## config.mk

```make
export PLATFORM = sky130hd
export DESIGN_NAME = k12a_io_uart
export DESIGN_NICKNAME = d
export VERILOG_FILES = /design/src/rtl/k12a_io_uart.sv
export SDC_FILE = /design/constraint.sdc
export NUM_CORES = 1
export LEC_CHECK = 0
export ABC_AREA = 0
export CORE_ASPECT_RATIO = 0.5
export CORE_MARGIN = 2
export CORE_UTILIZATION = 52
export CTS_CLUSTER_SIZE = 30
export DETAILED_ROUTE_END_ITERATION = 8
export PLACE_DENSITY = 0.74
export SYNTH_ARGS = -nofsm -noshare
export SYNTH_HDL_FRONTEND = slang
export SYNTH_SLANG_ARGS = --single-unit
```

## constraint.sdc

```tcl
create_clock -name clk -period 2.85 [get_ports clk]
set_clock_uncertainty 0.1 [all_clocks]
set_input_delay 0.4275 -clock clk [delete_from_list [all_inputs] [get_ports clk]]
set_output_delay 0.4275 -clock clk [all_outputs]
set_load 0.005 [all_outputs]
```

## src/rtl/k12a_io_uart.sv

```systemverilog
// k12a IO-bus UART: data/status ports, TX FIFO feeding an 8N1 serialiser, one-byte RX holding register.
// Optional internal loopback control register on port 2 when K12A_UART_LOOPBACK_EN is defined.
module k12a_io_uart #(
    parameter int         CLKS_PER_BIT  = 16,
    parameter int         TX_DEPTH_LOG2 = 2,
    parameter logic [2:0] DATA_PORT     = 3'h0,
    parameter logic [2:0] STATUS_PORT   = 3'h1
) (
    input  logic       clk,
    input  logic       rst_n,
    input  logic [2:0] io_addr,
    input  logic       io_load,
    input  logic       io_store,
    input  logic [7:0] io_wdata,
    output logic [7:0] io_rdata,
    output logic       io_rdata_en,
    input  logic       uart_rx,
    output logic       uart_tx
);

    localparam int         DEPTH    = 1 << TX_DEPTH_LOG2;
    localparam logic [15:0] BIT_LAST = 16'(CLKS_PER_BIT - 1);
    localparam logic [15:0] BIT_MID  = 16'(CLKS_PER_BIT / 2 - 1);

    typedef enum logic [1:0] {TX_IDLE, TX_START, TX_DATA, TX_STOP} tx_state_t;
    typedef enum logic [2:0] {RX_IDLE, RX_START, RX_DATA, RX_STOP, RX_WAIT} rx_state_t;

    logic sel_data, sel_status, sel_ctrl;
    logic data_wr, data_rd, status_rd;
    logic loopback;

    assign sel_data   = (io_addr == DATA_PORT);
    assign sel_status = (io_addr == STATUS_PORT);
    // A simultaneous store takes priority, so the load side loses its side effects.
    assign data_wr    = io_store & sel_data;
    assign data_rd    = io_load & ~io_store & sel_data;
    assign status_rd  = io_load & ~io_store & sel_status;

`ifdef K12A_UART_LOOPBACK_EN
    localparam logic [2:0] CTRL_PORT = 3'h2;

    assign sel_ctrl = (io_addr == CTRL_PORT);

    always_ff @(posedge clk or negedge rst_n) begin
        if (!rst_n) begin
            loopback <= 1'b0;
        end else if (io_store && sel_ctrl) begin
            loopback <= io_wdata[0];
        end
    end
`else
    assign sel_ctrl = 1'b0;
    assign loopback = 1'b0;
`endif

    // ---------------- TX FIFO ----------------
    logic [7:0]             fifo_mem [DEPTH];
    logic [TX_DEPTH_LOG2:0] wr_ptr, rd_ptr;
    logic                   fifo_empty, fifo_full, fifo_push, tx_pop;
    logic [7:0]             fifo_head;

    tx_state_t   tx_state;
    logic [15:0] tx_cnt;
    logic [2:0]  tx_bit;
    logic [7:0]  tx_shift;
    logic        tx_line;

    assign fifo_empty = (wr_ptr == rd_ptr);
    assign fifo_full  = (wr_ptr[TX_DEPTH_LOG2] != rd_ptr[TX_DEPTH_LOG2]) &&
                        (wr_ptr[TX_DEPTH_LOG2-1:0] == rd_ptr[TX_DEPTH_LOG2-1:0]);
    assign fifo_head  = fifo_mem[rd_ptr[TX_DEPTH_LOG2-1:0]];
    assign tx_pop     = !fifo_empty &&
                        ((tx_state == TX_IDLE) || (tx_state == TX_STOP && tx_cnt == BIT_LAST));
    // A pop on the same edge frees the slot, so a write into a full FIFO still lands.
    assign fifo_push  = data_wr && (!fifo_full || tx_pop);

    always_ff @(posedge clk) begin
        if (fifo_push) begin
            fifo_mem[wr_ptr[TX_DEPTH_LOG2-1:0]] <= io_wdata;
        end
    end

    always_ff @(posedge clk or negedge rst_n) begin
        if (!rst_n) begin
            wr_ptr <= '0;
            rd_ptr <= '0;
        end else begin
            if (fifo_push) wr_ptr <= wr_ptr + 1'b1;
            if (tx_pop)    rd_ptr <= rd_ptr + 1'b1;
        end
    end

    // ---------------- TX serialiser ----------------
    always_ff @(posedge clk or negedge rst_n) begin
        if (!rst_n) begin
            tx_state <= TX_IDLE;
            tx_cnt   <= '0;
            tx_bit   <= '0;
            tx_shift <= '0;
            tx_line  <= 1'b1;
        end else begin
            case (tx_state)
                TX_IDLE: begin
                    if (tx_pop) begin
                        tx_shift <= fifo_head;
                        tx_cnt   <= '0;
                        tx_line  <= 1'b0;
                        tx_state <= TX_START;
                    end
                end
                TX_START: begin
                    if (tx_cnt == BIT_LAST) begin
                        tx_cnt   <= '0;
                        tx_bit   <= '0;
                        tx_line  <= tx_shift[0];
                        tx_state <= TX_DATA;
                    end else begin
                        tx_cnt <= tx_cnt + 16'd1;
                    end
                end
                TX_DATA: begin
                    if (tx_cnt == BIT_LAST) begin
                        tx_cnt <= '0;
                        if (tx_bit == 3'd7) begin
                            tx_line  <= 1'b1;
                            tx_state <= TX_STOP;
                        end else begin
                            tx_bit   <= tx_bit + 3'd1;
                            tx_shift <= {1'b0, tx_shift[7:1]};
                            tx_line  <= tx_shift[1];
                        end
                    end else begin
                        tx_cnt <= tx_cnt + 16'd1;
                    end
                end
                TX_STOP: begin
                    if (tx_cnt == BIT_LAST) begin
                        tx_cnt <= '0;
                        // Chain straight into the next start bit when more data is queued.
                        if (tx_pop) begin
                            tx_shift <= fifo_head;
                            tx_line  <= 1'b0;
                            tx_state <= TX_START;
                        end else begin
                            tx_state <= TX_IDLE;
                        end
                    end else begin
                        tx_cnt <= tx_cnt + 16'd1;
                    end
                end
                default: begin
                    tx_line  <= 1'b1;
                    tx_state <= TX_IDLE;
                end
            endcase
        end
    end

    assign uart_tx = loopback ? 1'b1 : tx_line;

    // ---------------- RX deserialiser ----------------
    logic        rx_src, rx_sync1, rx_sync2, rx_prev;
    rx_state_t   rx_state;
    logic [15:0] rx_cnt;
    logic [2:0]  rx_bit;
    logic [7:0]  rx_shift;
    logic        rx_good, rx_bad;

    assign rx_src  = loopback ? tx_line : uart_rx;
    assign rx_good = (rx_state == RX_STOP) && (rx_cnt == BIT_LAST) && rx_sync2;
    assign rx_bad  = (rx_state == RX_STOP) && (rx_cnt == BIT_LAST) && !rx_sync2;

    always_ff @(posedge clk or negedge rst_n) begin
        if (!rst_n) begin
            rx_sync1 <= 1'b1;
            rx_sync2 <= 1'b1;
            rx_prev  <= 1'b1;
        end else begin
            rx_sync1 <= rx_src;
            rx_sync2 <= rx_sync1;
            rx_prev  <= rx_sync2;
        end
    end

    always_ff @(posedge clk or negedge rst_n) begin
        if (!rst_n) begin
            rx_state <= RX_IDLE;
            rx_cnt   <= '0;
            rx_bit   <= '0;
            rx_shift <= '0;
        end else begin
            case (rx_state)
                RX_IDLE: begin
                    if (rx_prev && !rx_sync2) begin
                        rx_cnt   <= '0;
                        rx_state <= RX_START;
                    end
                end
                RX_START: begin
                    if (rx_cnt == BIT_MID) begin
                        rx_cnt <= '0;
                        rx_bit <= '0;
                        rx_state <= rx_sync2 ? RX_IDLE : RX_DATA;
                    end else begin
                        rx_cnt <= rx_cnt + 16'd1;
                    end
                end
                RX_DATA: begin
                    if (rx_cnt == BIT_LAST) begin
                        rx_cnt   <= '0;
                        rx_shift <= {rx_sync2, rx_shift[7:1]};
                        if (rx_bit == 3'd7) rx_state <= RX_STOP;
                        else                rx_bit   <= rx_bit + 3'd1;
                    end else begin
                        rx_cnt <= rx_cnt + 16'd1;
                    end
                end
                RX_STOP: begin
                    if (rx_cnt == BIT_LAST) begin
                        rx_cnt   <= '0;
                        rx_state <= rx_sync2 ? RX_IDLE : RX_WAIT;
                    end else begin
                        rx_cnt <= rx_cnt + 16'd1;
                    end
                end
                RX_WAIT: begin
                    // Hold off until the line is released, so a broken frame cannot retrigger.
                    if (rx_sync2) rx_state <= RX_IDLE;
                end
                default: rx_state <= RX_IDLE;
            endcase
        end
    end

    // ---------------- RX holding register and flags ----------------
    logic [7:0] rx_data;
    logic       rx_valid, overrun, frame_err;

    always_ff @(posedge clk or negedge rst_n) begin
        if (!rst_n) begin
            rx_data   <= '0;
            rx_valid  <= 1'b0;
            overrun   <= 1'b0;
            frame_err <= 1'b0;
        end else begin
            if (rx_good && (!rx_valid || data_rd)) begin
                rx_data  <= rx_shift;
                rx_valid <= 1'b1;
            end else if (data_rd) begin
                rx_valid <= 1'b0;
            end

            if (rx_good && rx_valid && !data_rd) overrun <= 1'b1;
            else if (status_rd)                  overrun <= 1'b0;

            if (rx_bad)         frame_err <= 1'b1;
            else if (status_rd) frame_err <= 1'b0;
        end
    end

    // ---------------- Read mux ----------------
    logic       tx_busy;
    logic [7:0] status;

    assign tx_busy     = !fifo_empty || (tx_state != TX_IDLE);
    assign status      = {3'b000, frame_err, overrun, rx_valid, tx_busy, fifo_full};
    assign io_rdata_en = io_load & (sel_data | sel_status | sel_ctrl);

    always_comb begin
        io_rdata = 8'h00;
        if (io_load) begin
            if (sel_data)        io_rdata = rx_data;
            else if (sel_status) io_rdata = status;
            else if (sel_ctrl)   io_rdata = {7'b0, loopback};
        end
    end

endmodule

```

==> flow_summary.yaml <==
status:
  status: "completed"
route:
  drt_iter0_drc: 148
  wire_per_inst_um: 15.7
  vias: 3631
  first_pass_iters: 4
  finalWirelength_mm: 10.0
  antenna_left: 0
  vias_per_cell: 5.70
  drc: 0
logic_synthesis:
  seq_area_frac_synth: 0.540
  syn_nets: 494
  synth-edff-count: 32
  yosysMostFrequentCell: "dfrtp_1"
  syn-cell-area_mm2: 0.00549
  netlist_instances: 462
  syn_area_per_cell_um2: 11.9
  synth.area.top_cells: "dfrtp_1 (35%), edfxtp_1 (17%), mux2_2 (5.7%)"
  yosysTopAreaCell: "dfrtp_1"
  ys_types: 61
  yosys_warnings: 0
  synth-seq-cells: 112
  async_flop_share: 0.714
  synth.top_cell.area_share: 0.346
  ys.flop_type: "dfrtp_1"
  synthTopCellsByCount: "dfrtp_1 (76), nor2_1 (35), nand2_1 (33), o21ai_0 (33), edfxtp_1 (32)"
power_and_ir_drop:
  p_leak_nw: 2.60
  ir_worst_vdd_mv: 0.352
  finalPower_mw: 5.17
  power_density_mw_per_mm2: 834
die:
  start_util: 0.536
  die_y_um: 76.7
  die_area_mm2: 0.0115
  dieWidth_um: 149
  rows: 26
  core_region_area_mm2: 0.0102
  ios: 26
clocking:
  clock-root-buffer: "clkbuf_16"
  cts_resized: 0
  path_clk_slew_ns: 0.07
  clock_latency_ns: 0.35
  cts_tree: "built"
  clockBufferDepth: 2
  cts_num_sinks: 112
  htree_levels: 3
  cts_buffers: 9
place:
  portBuffers: 25
  place_inst: 620
  hpwlAfterDp_mm: 6.87
  finalWeightedCongestion: 0.783
worst_setup_path:
  path_class: "flip-flop to output port"
  cp.arrival_ns: 2.10
  worstPathMaxFanout: 9
  worst_ep_required_time_ns: 2.32
  start_kind: "flip-flop"
  critPathCaptureType: "output port"
sta:
  rsz0062_at_grt: "no"
  maxSlewHeadroom: 0.547
  period_share: 0.922
  setup_viol: 0
  fmax_mhz: 381
  fin_tns_setup_ns: 0
  finalHoldViolCount: 0
  slew_viol_final: 0
  fin_crit_ns: 2.63
  worst_slew_pin_slew_ns: 0.680
grt:
  grt_max_degree: 43
  grt.overflow.total: 0
  grt_pass1_wl_mm: 17.1
  grt_pass1_vias: 3497
  grt_util_all_layers: 0.188
  antenna_found_initial: 0
finish:
  final_nets: 524
  areaGrowthSynthToFinish_pct: 12.8
  layout.cells.non_filler: 637
  drive_gt1_frac: 0.163
  num_antenna_cells: 0
  final_util: 0.605
worst_hold_path:
  worstHoldPathType: "flip-flop to flip-flop"
job:
  maxCapViolCount: 0
worst max-delay path: stages, from the launching register on:
cell	delay [ns]
dfrtp_1	0.43
inv_1	0.11
ha_1	0.32
inv_1	0.09
nor2_1	0.06
a211oi_1	0.22
clkdlybuf4s50_1	0.53
through the flow:
stage / hold WS [ns] / setup WS [ns] / area (um2)
after global routing: 0.270 / 0.0523 / 6200
after detailed placement: 0.251 / 0.271 / 5900
after global placement: 0.246 / 0.331 / 5900
final: 0.261 / 0.223 / 6200
after floorplan: 0.0319 / 0.632 / 5490
after CTS: 0.262 / 0.203 / 6200
routing by layer:
layer  share of wire  vias up  GRT usage
li1                -     1770          -
met1            0.47     1796      0.262
met2            0.48       54      0.296
met3           0.037       11     0.0482
met4           0.011        0     0.0495
met5               0        -          0
cell usage in the layout (no fill, tap or decap), types with 15 or more instances in the layout:
master | Yosys | routed
clkdlybuf4s50_1 | 0 | 24
ha_1 | 16 | 16
inv_1 | 15 | 15
nand3_1 | 17 | 17
dfrtp_1 | 76 | 76
o21ai_0 | 33 | 33
nand2_1 | 33 | 33
mux2_2 | 28 | 28
nor2_1 | 35 | 35
edfxtp_1 | 32 | 32
repair_timing:
action	4_1_cts	5_1_grt
hold buffers	1	0
buffers inserted	0	0
hold endpoints to repair	35	0
state kept, by name, summed over array words and instances, names as in the netlist:
signal     count
tx_shift       8
rd_ptr         3
wr_ptr         3
tx_bit         3
rx_data        8
rx_state       3
rx_sync1       1
tx_state       2
rx_prev        1
fifo_mem      32
rx_cnt        16
uart_tx        1
rx_sync2       1
rx_bit         3
tx_cnt        16
rx_valid       1
frame_err      1
rx_shift       8
overrun        1
report_power, final:
part	internal [mW]	switching, mW	leakage (nW)
registers	1.90	0.222	1.34
logic	0.885	0.967	1.13
clock network	0.626	0.573	0.139
total	3.41	1.76	2.60
area by class of cell:
type,count,area [um2]
Tap cell,140,175
Clock buffer,11,243
Sequential cell,112,2970
Clock inverter,5,38.8
Multi-Input combinational cell,319,2380
Timing Repair Buffer,35,338
Inverter,15,56.3
Fill cell,816,4050
worst paths after layout:
path	from	endpoint	slack [ns]	cells past startpoint
max in group asynchronous	rst_n	uart_tx	1.50	3
hold / removal	rx_sync1	rx_sync2	0.26	0
min in group asynchronous	rst_n	rx_state[0]	0.49	2
setup reg to reg	tx_cnt[0]	fifo_mem[0][1]	0.26	6
setup / recovery	tx_state[1]	io_rdata[1]	0.22	6
hold reg to reg	rx_sync1	rx_sync2	0.26	0
logic make-up (layout without fill, tap and decap cells):
family	count (synthesis)	count (layout)	share of synthesized area
compound gates	87	87	0.104
fa+ha+maj	16	16	0.0364
xor+xnor	15	15	0.0239
mux	50	50	0.123
buf+inv	31	66	0.0269
flops	112	112	0.540
simple gates	151	151	0.146
Power figures use the tool's default switching activity.
